--- src/rtl/fetch_unit_pkg.sv ---
// Shared definitions for the instruction fetch unit: state encoding,
// parameter defaults and instruction field positions.
package fetch_unit_pkg;

  typedef enum logic [2:0] {
    S_IDLE = 3'd0,
    S_REQ  = 3'd1,
    S_UPD  = 3'd2,
    S_HOLD = 3'd3,
    S_ERR  = 3'd4
  } fetch_state_e;

  localparam int DATA_W_DEF  = 16;
  localparam int PC_STEP_DEF = 2;
  localparam int TIMEOUT_DEF = 15;

  // Instruction field layout: [15:12] opcode, [11:8] dst, [7:4] src
  localparam int FLD_W   = 4;
  localparam int OPC_LSB = 12;
  localparam int DST_LSB = 8;
  localparam int SRC_LSB = 4;

  // Counter width that holds TIMEOUT, never narrower than 4 bits
  function automatic int timer_width(input int timeout);
    int w;
    w = $clog2(timeout + 1);
    return (w < 4) ? 4 : w;
  endfunction

endpackage

--- src/rtl/fetch_unit_timer.sv ---
// Loadable REQ-phase timeout counter. Held at zero while clr_i is high,
// counts while en_i is high, flags the last permitted cycle on expire_o.
module fetch_timer #(
  parameter int TIMEOUT = 15,
  parameter int CW      = 4
) (
  input  logic clk,
  input  logic rst,
  input  logic clr_i,
  input  logic en_i,
  output logic expire_o
);

  logic [CW-1:0] cnt_q, cnt_d;

  // Next count: clear has priority over counting
  always_comb begin
    cnt_d = cnt_q;
    if (clr_i)     cnt_d = '0;
    else if (en_i) cnt_d = cnt_q + 1'b1;
  end

  // Count register, synchronous active-low reset
  always_ff @(posedge clk) begin
    if (!rst) cnt_q <= '0;
    else      cnt_q <= cnt_d;
  end

  // High during the TIMEOUT-th counted cycle; an ack in that cycle still wins
  assign expire_o = en_i && (cnt_q == CW'(TIMEOUT - 1));

endmodule

--- src/rtl/fetch_unit.sv ---
// Instruction fetch unit: latches a fetch address, issues one memory read,
// captures the instruction, and hands the incremented PC to the register
// bank with a write strobe that survives writeback priority.
module fetch_unit import fetch_unit_pkg::*; #(
  parameter int DATA_W  = DATA_W_DEF,
  parameter int PC_STEP = PC_STEP_DEF,
  parameter int TIMEOUT = TIMEOUT_DEF
) (
  input  logic              clk,
  input  logic              rst,
  input  logic              fetch_en,
  input  logic              stall,
  input  logic              br_taken,
  input  logic [DATA_W-1:0] br_target,
  input  logic [DATA_W-1:0] pc_cur,
  input  logic              rf_wr_en,
  output logic [DATA_W-1:0] pc_next,
  output logic              pc_inc,
  output logic              mem_req,
  output logic [DATA_W-1:0] mem_addr,
  input  logic              mem_ack,
  input  logic [DATA_W-1:0] mem_rdata,
  output logic [DATA_W-1:0] ir,
  output logic              ir_valid,
  output logic [FLD_W-1:0]  opcode,
  output logic [FLD_W-1:0]  dst_reg,
  output logic [FLD_W-1:0]  src_reg,
  output logic              fetch_err
);

  localparam int CW = timer_width(TIMEOUT);

  fetch_state_e      state_q, state_d;
  logic [DATA_W-1:0] addr_q, addr_d;
  logic [DATA_W-1:0] ir_q, ir_d;
  logic              irv_q, irv_d;
  logic [DATA_W-1:0] pcn_q, pcn_d;
  logic              expire;

  // Counter is cleared everywhere outside REQ, so it restarts on every entry
  fetch_timer #(.TIMEOUT(TIMEOUT), .CW(CW)) u_timer (
    .clk      (clk),
    .rst      (rst),
    .clr_i    (state_q != S_REQ),
    .en_i     (state_q == S_REQ),
    .expire_o (expire)
  );

  // Next-state and datapath capture
  always_comb begin
    state_d = state_q;
    addr_d  = addr_q;
    ir_d    = ir_q;
    irv_d   = irv_q;
    pcn_d   = pcn_q;
    unique case (state_q)
      S_IDLE: if (fetch_en) begin
        addr_d  = br_taken ? br_target : pc_cur;
        state_d = S_REQ;
      end
      S_REQ: begin
        if (mem_ack) begin
          ir_d    = mem_rdata;
          irv_d   = 1'b1;
          pcn_d   = addr_q + DATA_W'(PC_STEP);
          state_d = S_UPD;
        end else if (expire) begin
          state_d = S_ERR;
        end
      end
      // Writeback owns the PC port while rf_wr_en is high; keep strobing
      S_UPD:  if (!rf_wr_en) state_d = S_HOLD;
      S_HOLD: if (!stall)    state_d = S_IDLE;
      S_ERR:  state_d = S_ERR;
      default: state_d = S_IDLE;
    endcase
  end

  // State and datapath registers
  always_ff @(posedge clk) begin
    if (!rst) begin
      state_q <= S_IDLE;
      addr_q  <= '0;
      ir_q    <= '0;
      irv_q   <= 1'b0;
      pcn_q   <= '0;
    end else begin
      state_q <= state_d;
      addr_q  <= addr_d;
      ir_q    <= ir_d;
      irv_q   <= irv_d;
      pcn_q   <= pcn_d;
    end
  end

  assign mem_req   = (state_q == S_REQ);
  assign mem_addr  = addr_q;
  assign pc_inc    = (state_q == S_UPD);
  assign pc_next   = pcn_q;
  assign fetch_err = (state_q == S_ERR);
  assign ir        = ir_q;
  assign ir_valid  = irv_q;
  assign opcode    = ir_q[OPC_LSB +: FLD_W];
  assign dst_reg   = ir_q[DST_LSB +: FLD_W];
  assign src_reg   = ir_q[SRC_LSB +: FLD_W];

endmodule
--- config.mk ---
export PLATFORM = sky130hd
export DESIGN_NAME = fetch_unit
export DESIGN_NICKNAME = d
export VERILOG_FILES = /design/src/rtl/fetch_unit_pkg.sv /design/src/rtl/fetch_unit_timer.sv /design/src/rtl/fetch_unit.sv
export SDC_FILE = /design/constraint.sdc
export NUM_CORES = 1
export LEC_CHECK = 0
export ABC_AREA = 0
export BUFFER_PORTS_ARGS = -buffer_cell sky130_fd_sc_hd__buf_2
export CORE_MARGIN = 5
export CORE_UTILIZATION = 51
export DETAILED_ROUTE_END_ITERATION = 12
export PLACE_DENSITY = 0.86
export SYNTH_ARGS = -nofsm -noshare
export SYNTH_HDL_FRONTEND = slang
export SYNTH_HIERARCHICAL = 1
export SYNTH_SLANG_ARGS = --single-unit
--- constraint.sdc ---
create_clock -name clk -period 5.3 [get_ports clk]
set_clock_uncertainty 0.15 [all_clocks]
set_input_delay 1.06 -clock clk [delete_from_list [all_inputs] [get_ports clk]]
set_output_delay 1.06 -clock clk [all_outputs]
set_load 0.005 [all_outputs]
# After elaboration in Yosys (flattened, before gate mapping)
# Cells that the tools add are included.
[classes]
addsub = 2
eq_ne = 10
muxes = 7
bitwise_logic = 1
n_reduce_logical = 6
[ops]
columns = ["op", "count"]
rows = [
  ["adder 16 x 2 -> 16 bit, second input constant", 1],
  ["two-way mux 16 bit", 1],
  ["two-way mux 3 bit", 5],
  ["one-hot mux 3 bit (5 select lines)", 1],
  ["equality test 3 x 2 -> 1 bit, second input constant", 2],
  ["!= test 2 bit, second input constant", 3],
  ["adder 4 x 1 -> 4 bit, second input constant", 1],
  ["equality test 4 bit, second input constant", 1],
  ["AND reduction 2 bit", 2],
  ["AND reduction 4 bit", 1],
  ["equality test 3 x 1 -> 1 bit, second input constant", 1],
  ["equality test 3 bit, second input constant", 1],
  ["logical NOT 3 bit", 1],
  ["!= test 3 x 1 -> 1 bit, second input constant", 1],
  ["!= test 3 bit, second input constant", 1],
  ["OR reduction 2 bit", 1],
  ["logical AND 1 bit", 1],
  ["NOT 1 bit", 1],
]
[word_totals]
reg_bits = 56
input_bits = 55
out_inout_bits = 64
wordCells = 32

# Depth between registers and ports, before layout
[logic_depth]
ltp_word = 5
depth_mapped = 9
depth_no_buf = 7

# By module
# Netlist, hierarchy kept.
[by_module_without_submodules]
columns = ["module", "n_inst", "cells_each", "area_each_um2", "seq_area_each_um2"]
rows = [
  ["fetch_unit", 1, 276, 2457.4, 1041.0],
  ["fetch_timer", 1, 21, 207.7, 80.1],
]

# Least setup slack after synthesis
# OpenSTA, ideal clock, no wires.
[synth_timing]
path_kind = "input to register"
from = "in br_taken"
to = "reg addr_q[12], in the netlist mem_addr[12]"
setup_ps = 116
arrival_time_ps = 1888
t_required_ps = 5034
path_slack_ps = 3146
stages = 5
path_buffers = 2
path_cell_list = "buf_2 -> buf_2 -> mux2i_1 -> nand2_1 -> o211a_1"
[synth_between]
elab_chain_len = 1
[synth_lines]
columns = ["element", "line", "source"]
rows = [
  ["start, declared", "fetch_unit.sv:13", "input logic br_taken,"],
  ["two-way mux 16 bit", "fetch_unit.sv:58", "addr_d = br_taken ? br_target : pc_cur;"],
  ["end signal, assigned", "fetch_unit.sv:89", "addr_q <= addr_d;"],
  ["end, declared", "fetch_unit.sv:34", "logic [DATA_W-1:0] addr_q, addr_d;"],
]
# No other way between the ends.
# A chain may end at the register's enable or synchronous reset.

# Final worst setup path
[layout_timing]
from = "reg state_q[0]"
to = "out mem_req"
[layout_between]
elab_chain_len = 1
[layout_lines]
columns = ["element", "line", "source"]
rows = [
  ["start, declared", "fetch_unit.sv:33", "fetch_state_e state_q, state_d;"],
  ["start signal, assigned", "fetch_unit.sv:88", "state_q <= state_d;"],
  ["equality test 3 x 1 -> 1 bit", "fetch_unit.sv:96", "assign mem_req = (state_q == S_REQ);"],
  ["end, declared", "fetch_unit.sv:19", "output logic mem_req,"],
]
# No other way between the ends.

==> impl_metrics.json <==
{
  "postCtsSetupBuffers": 0,
  "crit_path_end_kind": "primary output",
  "clk_pin_slew_ns": 0.10,
  "cp-start-kind": "register",
  "synthesis.area_sq_um": 2670,
  "grt_start_max_net_pins": 56,
  "fp.dieH_microns": 82.3,
  "rows": 26,
  "ioPinCount": 119,
  "ant_nets": 0,
  "grt_use_met1_pct": 22.7,
  "holdCritPathClass": "reg2reg",
  "grt-busiest-layer": "met2",
  "core_sq_um": 5110,
  "yosys_warnings": 6,
  "ctsHoldBuffers": 0,
  "cts_tree": "done",
  "syn_area_per_cell_sq_um": 8.97,
  "critPathKind": "reg2out",
  "dp_cells": 453,
  "met3_usage_pct": 5.86,
  "cts_num_sinks": 56,
  "synth_top_cells_by_area": "dfxtp_1 (42%), nand2_1 (7.9%), o211a_1 (6.8%)",
  "fp.dieArea_sq_um": 6770,
  "hpwl_mm": 4.59,
  "worst_slew_pin_slew_ns": 1.02,
  "root_buffer": "clkbuf_8",
  "start_util_pct": 52.2,
  "setup_violations": 0,
  "drt_iter0_markers": 100,
  "vias": 2412,
  "drive_above_1_share_pct": 33.8,
  "grt_pass1_vias": 2317,
  "place_congestion": 0.833,
  "ys_ff_latch": 56,
  "relSlewSlack_pct": 31.8,
  "yosysTopAreaCell": "dfxtp_1",
  "antenna_found_initial": 0,
  "grt-ovfl-total": 0,
  "cp.arrival_ns": 1.87,
  "ys_types": 43,
  "clock_path_buffers": 2,
  "critPathTopFamily": "simple AND/OR/NAND/NOR gates",
  "syn_inst": 297,
  "wl_per_cell_microns": 13.6,
  "ys_top_cells_by_count": "dfxtp_1 (56), nand2_1 (56), o211a_1 (18)",
  "via_per_inst": 5.23,
  "crit_chain": "inv_1, nor3_1, buf_2",
  "rsz0062_at_grt": "false",
  "synth_nets": 355,
  "crit_buf_inv": 2,
  "slew_viol_final": 0,
  "ir_drop_mv": 0.141,
  "hold_viol": 0,
  "cp_max_fo": 9,
  "fin_nets": 448,
  "cp_slowest_stage_delay_ns": 0.72,
  "area.growth.synth_to_final_pct": 22.3,
  "synth-main-ff-cell": "dfxtp_1",
  "numCtsBuffers": 5,
  "cellLeakagePower_nw": 1.66,
  "synth-edff-count": 0,
  "grt_usage_pct": 19.4,
  "period_share_pct": 58.1,
  "fp.dieW_microns": 82.3,
  "diodes": 0,
  "io_buffers": 118,
  "grt_pass1_wl_mm": 10.3,
  "drt_wl_total_mm": 6.29,
  "final_cell_count_no_fill": 461,
  "clk_latency_ns": 0.31,
  "cp_data_required_time_ns": 4.09,
  "drcViolationCount": 0,
  "fin_tns_setup_ns": 0,
  "htreeDepth": 2,
  "synth_seq_area_share_pct": 42.1,
  "status": "completed",
  "grt_use_met2_pct": 32.9,
  "p_per_area_nw_per_um2": 306,
  "critical_path.slowest_cell": "nor3_1",
  "cts_resized": 0,
  "fmaxAchievable_mhz": 325,
  "synthArstFlopShare_pct": 0,
  "period_needed_ns": 3.08,
  "max_cap_viol_count": 0,
  "dr.pass1.iters": 4,
  "yosysTopAreaCellShare_pct": 42.1
}
## logic make-up after synthesis
| kind of cell | after synthesis | share of synthesized area, % |
|---|---|---|
| AOI/OAI and AO/OA | 69 | 19.2 |
| xor gates and xnor gates | 10 | 3.29 |
| adders and majority gates | 3 | 1.41 |
| buffers and inverters | 37 | 7.93 |
| DFF | 56 | 42.1 |
| muxes | 17 | 6.38 |
| and+or+nand+nor | 105 | 19.7 |
## state kept, by name (all words and copies together) (netlist names)
name	flops
pc_next	16
u_timer/cnt_q	4
ir_valid	1
mem_addr	16
ir	16
state_q	3
## cell type report
type / count / area [sq um]
fill: 460 / 1850
multi-input combinational: 204 / 1340
sequential: 56 / 1120
timing repair buffer: 119 / 598
tap: 70 / 87.6
clock buffer: 6 / 82.6
clock inverter: 2 / 15.0
inverter: 4 / 15.0
## metrics by stage
step                      hold slack (ns)  utilization [%]  power (W)  worst slack [ns]  cell area, sq um
after CTS                           0.322             63.8    0.00101              2.18              3260
final                               0.318             63.8   0.000996              2.22              3260
after global placement              0.295             61.9   0.000756              2.38              3160
after detailed placement            0.308             61.9   0.000762              2.36              3160
after floorplan                     0.301                -   0.000672              3.15              2670
after global routing                0.344             63.8    0.00106              2.03              3260
## tightest hold or removal path, cell delays in order, from the launching register on
cell      delay, ns
dfxtp_1        0.33
nand2_1        0.05
a21boi_1       0.05
## final timing paths
check             slack [ns]                     from  cells past startpoint                 endpoint
setup / recovery        2.22  state_q[0]$_SDFFE_PN0P_                      3                  mem_req
hold / removal          0.32  pc_next[0]$_SDFFE_PN0P_                      2  pc_next[0]$_SDFFE_PN0P_
hold reg to reg         0.32  pc_next[0]$_SDFFE_PN0P_                      2  pc_next[0]$_SDFFE_PN0P_
setup reg to reg        2.59  state_q[0]$_SDFFE_PN0P_                      7  state_q[1]$_SDFFE_PN0P_
## report_power, final
part / switching [W] / internal (W)
clock network: 0.000138 / 0.000106
logic: 0.000115 / 0.000110
registers: 0.0000575 / 0.000469
total: 0.000311 / 0.000685
## placed cells by master, fill, tap and decap left out, types with 2 or more instances in the layout
| master | instances |
|---|---|
| a211oi_1 | 2 |
| a21boi_0 | 16 |
| a21boi_1 | 2 |
| a21oi_1 | 11 |
| and3_1 | 3 |
| buf_2 | 118 |
| clkbuf_8 | 6 |
| clkinvlp_4 | 2 |
| dfxtp_1 | 56 |
| ha_1 | 3 |
| inv_1 | 4 |
| mux2i_1 | 17 |
| nand2_1 | 56 |
| nand2b_1 | 2 |
| nand3_1 | 7 |
| nand3b_1 | 2 |
| nand4_1 | 6 |
| nor2_1 | 6 |
| nor3_1 | 8 |
| nor3b_1 | 2 |
| o211a_1 | 18 |
| o21ai_0 | 14 |
| or3_1 | 2 |
| xnor2_1 | 3 |
| xor2_1 | 7 |
## layer usage
layer	up-vias	part of all wire [%]
met5	-	0
met3	13	11
met2	115	46
met1	1072	41
met4	0	2.0
li1	1212	-
Note: power is estimated with default switching activity, not from simulation.
